<file path="src/rtl/pwm_led_bank.sv">
// N-channel LED PWM driver with double-buffered duty registers and a tick prescaler.
// Define PWM_LED_FADE_EN to slew active duties one step per period toward their targets.
module pwm_led_bank #(
    parameter int CHANNELS = 3,
    parameter int WIDTH    = 8,
    parameter int PRESCALE = 1,
    parameter bit INVERT   = 1'b1
) (
    input  logic                         clk,
    input  logic                         reset_n,
    input  logic                         wr_en,
    input  logic [2:0]                   wr_addr,
    input  logic [WIDTH-1:0]             wr_data,
    output logic [CHANNELS-1:0]          pwm_out,
    output logic                         period_start,
    output logic [CHANNELS*WIDTH-1:0]    duty_rd
);

    localparam int              PS_W     = (PRESCALE > 1) ? $clog2(PRESCALE) : 1;
    localparam logic [PS_W-1:0]  PS_LAST  = PS_W'(PRESCALE - 1);
    localparam logic [WIDTH-1:0] CNT_LAST = WIDTH'((2 ** WIDTH) - 2);

    logic [PS_W-1:0]     ps_cnt;
    logic                tick;
    logic                boundary;
    logic [WIDTH-1:0]    cnt;
    logic [WIDTH-1:0]    shadow      [CHANNELS];
    logic [WIDTH-1:0]    active      [CHANNELS];
    logic [WIDTH-1:0]    target      [CHANNELS];
    logic [WIDTH-1:0]    next_active [CHANNELS];
    logic [CHANNELS-1:0] wr_hit;

    assign tick     = (ps_cnt == PS_LAST);
    assign boundary = tick && (cnt == CNT_LAST);

    always_ff @(posedge clk or negedge reset_n) begin
        if (!reset_n) begin
            ps_cnt <= '0;
        end else if (tick) begin
            ps_cnt <= '0;
        end else begin
            ps_cnt <= ps_cnt + 1'b1;
        end
    end

    // The counter stops one short of all-ones so a full-scale duty stays on forever.
    always_ff @(posedge clk or negedge reset_n) begin
        if (!reset_n) begin
            cnt <= '0;
        end else if (boundary) begin
            cnt <= '0;
        end else if (tick) begin
            cnt <= cnt + 1'b1;
        end
    end

    // A write landing on the boundary is forwarded so it is not lost for a period.
    always_comb begin
        for (int ch = 0; ch < CHANNELS; ch++) begin
            wr_hit[ch] = wr_en && (wr_addr == 3'(ch));
            target[ch] = wr_hit[ch] ? wr_data : shadow[ch];
`ifdef PWM_LED_FADE_EN
            if (active[ch] < target[ch]) begin
                next_active[ch] = active[ch] + 1'b1;
            end else if (active[ch] > target[ch]) begin
                next_active[ch] = active[ch] - 1'b1;
            end else begin
                next_active[ch] = active[ch];
            end
`else
            next_active[ch] = target[ch];
`endif
        end
    end

    always_ff @(posedge clk or negedge reset_n) begin
        if (!reset_n) begin
            for (int ch = 0; ch < CHANNELS; ch++) begin
                shadow[ch] <= '0;
                active[ch] <= '0;
            end
        end else begin
            for (int ch = 0; ch < CHANNELS; ch++) begin
                if (wr_hit[ch]) begin
                    shadow[ch] <= wr_data;
                end
                if (boundary) begin
                    active[ch] <= next_active[ch];
                end
            end
        end
    end

    always_ff @(posedge clk or negedge reset_n) begin
        if (!reset_n) begin
            pwm_out      <= {CHANNELS{INVERT}};
            period_start <= 1'b0;
        end else begin
            period_start <= boundary;
            for (int ch = 0; ch < CHANNELS; ch++) begin
                pwm_out[ch] <= (cnt < active[ch]) ^ INVERT;
            end
        end
    end

    always_comb begin
        duty_rd = '0;
        for (int ch = 0; ch < CHANNELS; ch++) begin
            duty_rd[ch*WIDTH +: WIDTH] = active[ch];
        end
    end

endmodule

</file>
<file path="config.mk">
export PLATFORM = sky130hd
export DESIGN_NAME = pwm_led_bank
export DESIGN_NICKNAME = d
export VERILOG_FILES = /design/src/rtl/pwm_led_bank.sv
export SDC_FILE = /design/constraint.sdc
export NUM_CORES = 1
export LEC_CHECK = 0
export BUFFER_PORTS_ARGS = -buffer_cell sky130_fd_sc_hd__buf_2
export CORE_ASPECT_RATIO = 1.2
export CORE_MARGIN = 1
export CORE_UTILIZATION = 40
export DETAILED_ROUTE_END_ITERATION = 6
export RECOVER_POWER = 50
export SLEW_MARGIN = 25
export SYNTH_ARGS = -nofsm -noshare
export SYNTH_HDL_FRONTEND = slang
export SYNTH_SLANG_ARGS = --single-unit
</file>
<file path="constraint.sdc">
create_clock -name clk -period 4.25 [get_ports clk]
set_input_delay 0.85 -clock clk [delete_from_list [all_inputs] [get_ports clk]]
set_output_delay 0.85 -clock clk [all_outputs]
set_load 0.05 [all_outputs]
</file>
After elaboration in Yosys (flattened, before gate mapping)
Cells that the tools add are included.

Flip-flop bits (word level): 61. Input port bits: 14. Output and inout port bits: 28. Logic and storage cells: 34.

Reduce and logical (&&, ||, !) cells: 5. Order comparisons: 3. Bitwise gates (word level): 4. Eq/ne operators: 4. Mux-type cells: 6. $add $sub $neg: 2.

Operators by type and width (number): $mux W8 (5); $lt A8 B8 Y1 (3); $add A8 B1 Y8 const B (1); $eq A8 B8 Y1 const B (1); $logic_and A1 B1 Y1 (4); $not A1 Y1 (4); $eq A3 B1 Y1 const B (1); $eq A3 B2 Y1 const B (1); $logic_not A3 Y1 (1); $ne A2 B1 Y1 const B (1); $add A1 B1 Y1 const B (1); $mux W1 (1).

Depth between registers and ports, before layout
Depth in word-level cells: 3. Gate-level depth with buffers: 7. Gate-level depth less buffers: 6.

Worst setup path before layout
OpenSTA, ideal clock, no wires.

Path type: input to register. Start point: in wr_addr[0]. End point: reg active, in the netlist duty_rd[0]. Path slack: 2214 ps. Stages: 3. Library setup time: 125 ps. Arrival: 1912 ps. Path buffers: 0. Required time: 4125 ps. Cells stage by stage: nor4b_4 mux2_4 mux2_2.

RTL lines: start, declared (line 12) `input logic [2:0] wr_addr,`; end signal, assigned by index (line 88) `active[ch] <= next_active[ch];`; end, declared (line 28) `logic [WIDTH-1:0] active [CHANNELS];`.

Worst setup path after layout
Start point: reg cnt[1]. End point: reg active, in the netlist duty_rd[16].

Longest elaborated chain between the ends: 2.

Ends and longest elaborated chain: start, declared (line 26) `logic [WIDTH-1:0] cnt;`; start signal, assigned (line 53) `cnt <= cnt + 1'b1;`; $eq A8 B8 Y1 (line 34) `assign boundary = tick && (cnt == CNT_LAST);`; $logic_and A1 B1 Y1 (line 34).

Every way passes these cells. A chain may end at the register's enable or synchronous reset.

==> impl_metrics.csv <==
group,metric,value,unit
pwr,internal_power,1.011,mW
grt,track_usage,17.47,%
logic_synthesis,synth_top_area_cell,"dfrtp_1",
sta,fin_crit,2.613,ns
layout,design_area,3339,um2
critical_path,start_kind,"register",
grt,grt_max_degree,40,
floorplanning,fp.dieW,78.72,um
run_status,status,"finished, final reports clean",
critical_path,critPathSlowestCell,"clkbuf_1",
critical_path,crit_required,4.47,ns
critical_path,path_buf_inv,1,
critical_path,path_class,"register to register",
critical_path,r2r_start,"cnt[1]",
cts,post-cts-setup-buffers,0,
pwr,powerDensity,386.4,nW/um2
cts,clkTransAtPathRegs,0.06,ns
pwr,p_leak,1.692,nW
critical_path,crit_family,"buffers and inverters",
sta,worst_slack,1.637,ns
grt,antenna_found_initial,0,
cts,holdBufCountCts,0,
grt,first_global_vias,1920,
critical_path,reg2reg_to,"duty_rd[16]",
cts,ctsRootBufferMaster,"clkbuf_8",
floorplanning,die_h,94.07,um
critical_path,critPathMaxFanout,31,
floorplanning,die_area,7405,um2
sta,min_period_over_period,61.49,%
sta,max_clock_freq,382.7,MHz
logic_synthesis,synth-adder-area-share,10.19,%
place,hpwlAfterDp,4071,um
layout,nNetsFinal,323,
critical_path,crit_chain,"ha_1 -> nand2_1 -> nor3_4 -> clkbuf_1 -> mux2_2",
cts,cts_resized,0,
layout,diodes,0,
layout,final_util,49.02,%
logic_synthesis,yosysSeqAreaShare,53.28,%
drt,wl_per_cell,14.80,um
sta,maxSlewViolCount,0,
critical_path,crit_arrival,2.84,ns
critical_path,critPathLaunch,"cnt[1]",
pwr,seqPwrFrac,49.0,%
pwr,power_switching,0.2795,mW
place,place_inst,362,
critical_path,r2r_cells,5,
logic_synthesis,synth_area_leaders,"dfrtp_1 50%, mux2_2 10%, ha_1 10%",
cts,cts-htree-levels,3,
place,io_buffer_count,41,
critical_path,r2r_setup_slack,1.64,ns
cts,clock-sinks,60,
logic_synthesis,synth_top_family_by_area,"compound AO/OA/AOI/OAI gates",
logic_synthesis,synth_top_area_share,50.49,%
logic_synthesis,syn_area,2825,um2
logic_synthesis,postSynthNetCount,274,
sta,rsz0062_at_grt,"false",
floorplanning,start_util,41.47,%
sta,hold_slack,0.4887,ns
logic_synthesis,synthXorXnorAreaFrac,0.3100,%
min_path,worstHoldPathType,"register to register",
run,max_cap_viol_count,0,
logic_synthesis,ys_ff_latch,60,
logic_synthesis,synthMuxAreaShare,10.89,%
pwr,p_sw_share,21.67,%
sta,maxSlewHeadroom,7.803,%
logic_synthesis,ys.flop_type,"dfrtp_1",
layout,fin_cells,377,
drt,firstDrtPassIters,4,
critical_path,cp.depth,5,
cts,cts_buffer_depth,2,
logic_synthesis,synth_most_common_cell,"dfrtp_1",
place,placed_cell_area,3126,um2
logic_synthesis,yosysWarningCount,0,
sta,final.setup_skew,0.01030,ns
grt,gr-total-overflow,0,
grt,grt_first_pass_wirelength,9342,um
sta,finalSetupViolCount,0,
logic_synthesis,synthArstFlopShare,100.0,%
logic_synthesis,synth-edff-count,0,
critical_path,endpoint_kind,"register",
floorplanning,num_rows,33,
drt,drt-vias-per-instance,5.011,
place,dp_slack,1.539,ns
cts,clock_latency,0.34,ns
pwr,vdd_drop_max,0.1783,mV
layout,drive_gt1_share,32.41,%
layout,fill_cells,648,
drt,drc,0,
drt,drtAntennaViolNets,0,
cts,cts_made_buffers,9,
critical_path,crit_end,"duty_rd[16]",
drt,drt-total-wl,5578,um
floorplanning,io_pins,42,
sta,final_hold_viol_count,0,
pwr,comb_power_share,7.3,%
sta,tightest_slew,1.383,ns
floorplanning,core,6813,um2
drt,vias,1889,
sta,tns,0,ns
cts,cts_tree,"yes",
logic_synthesis,synth_common_cells,"57 x dfrtp_1, 26 x mux2_2, 26 x nand2_1, 23 x ha_1, 23 x inv_1",
drt,drtIter0Drc,65,
logic_synthesis,syn_inst,237,
pwr,p_clk_share,43.7,%
layout,syn2layout_area_growth,18.20,%
logic_synthesis,synth_cell_type_count,29,
pwr,power.total,1.290,mW
logic_synthesis,avgSynthCellArea,11.92,um2
logic_synthesis,synth-compound-area-share,12.98,%
logic_synthesis,synthSimpleGateAreaFrac,7.529,%
place,routabilityCongestion,0.7025,
critical_path,critical-path-max-stage-delay,1.03,ns
power by group through the flow:
stage | sequential (mW) | clock [mW] | combinational [mW]
after global routing | 0.636 | 0.602 | 0.104
after floorplan | 0.639 | 0 | 0.0610
after global placement | 0.641 | 0 | 0.0939
final | 0.632 | 0.564 | 0.0941
after detailed placement | 0.643 | 0 | 0.0963
after CTS | 0.633 | 0.579 | 0.0963
kinds of logic after synthesis:
| logic type | count (synthesis) |
|---|---|
| AO/OA/AOI/OAI | 56 |
| XOR/XNOR | 1 |
| adder cells (fa/ha/maj) | 23 |
| buffers and inverters | 30 |
| flip-flops | 60 |
| multiplexers | 27 |
| AND/OR/NAND/NOR | 40 |
routing by layer:
layer	GRT usage, %	vias up	part of all wire, %
met1	22.66	926	47
met4	8.333	0	2.2
li1	-	929	-
met5	0	-	0
met3	5.728	8	3.4
met2	26.16	26	47
state kept, by name, summed over array words and instances, names as in the netlist:
register / flops
period_start: 1
pwm_out: 3
duty_rd: 24
cnt: 8
shadow: 24
final cells by class:
cell class                 count  area, um2  share of cell area [%]
clock buffer                  11      141.4                   4.234
tap                           87      108.9                   3.260
timing repair buffer          45      225.2                   6.744
inverter                      23      86.33                   2.585
clock inverter                 4      73.82                   2.211
sequential                    60       1505                   45.07
multi-input combinational    147       1199                   35.89
cell usage in the layout, fill, tap and decap left out, types with 2 or more instances in the layout:
cell type,count
a21o_1,6
clkbuf_1,5
inv_1,23
a41o_1,3
dfrtp_1,57
dfstp_2,3
o31ai_1,4
mux2_1,2
o211ai_1,4
clkbuf_8,10
bufinv_16,2
o21ai_2,7
o21ai_0,22
nand2_1,26
a21oi_1,6
nor2_1,3
buf_2,39
mux2_2,24
nand3_1,2
buf_4,2
a211oi_1,3
nand2b_1,3
ha_1,23
worst min path at each step:
stage / to / cells after the start / startpoint / slack (ns)
floorplan: shadow[16] / 1 / shadow[16] / 0.47
CTS: duty_rd[2] / 1 / reset_n / 0.49
global placement: shadow[8] / 1 / shadow[8] / 0.48
detailed placement: shadow[8] / 1 / shadow[8] / 0.48
finish: shadow[2] / 1 / shadow[2] / 0.49
global route: shadow[2] / 1 / shadow[2] / 0.51
(Power assumes the default switching activity.)
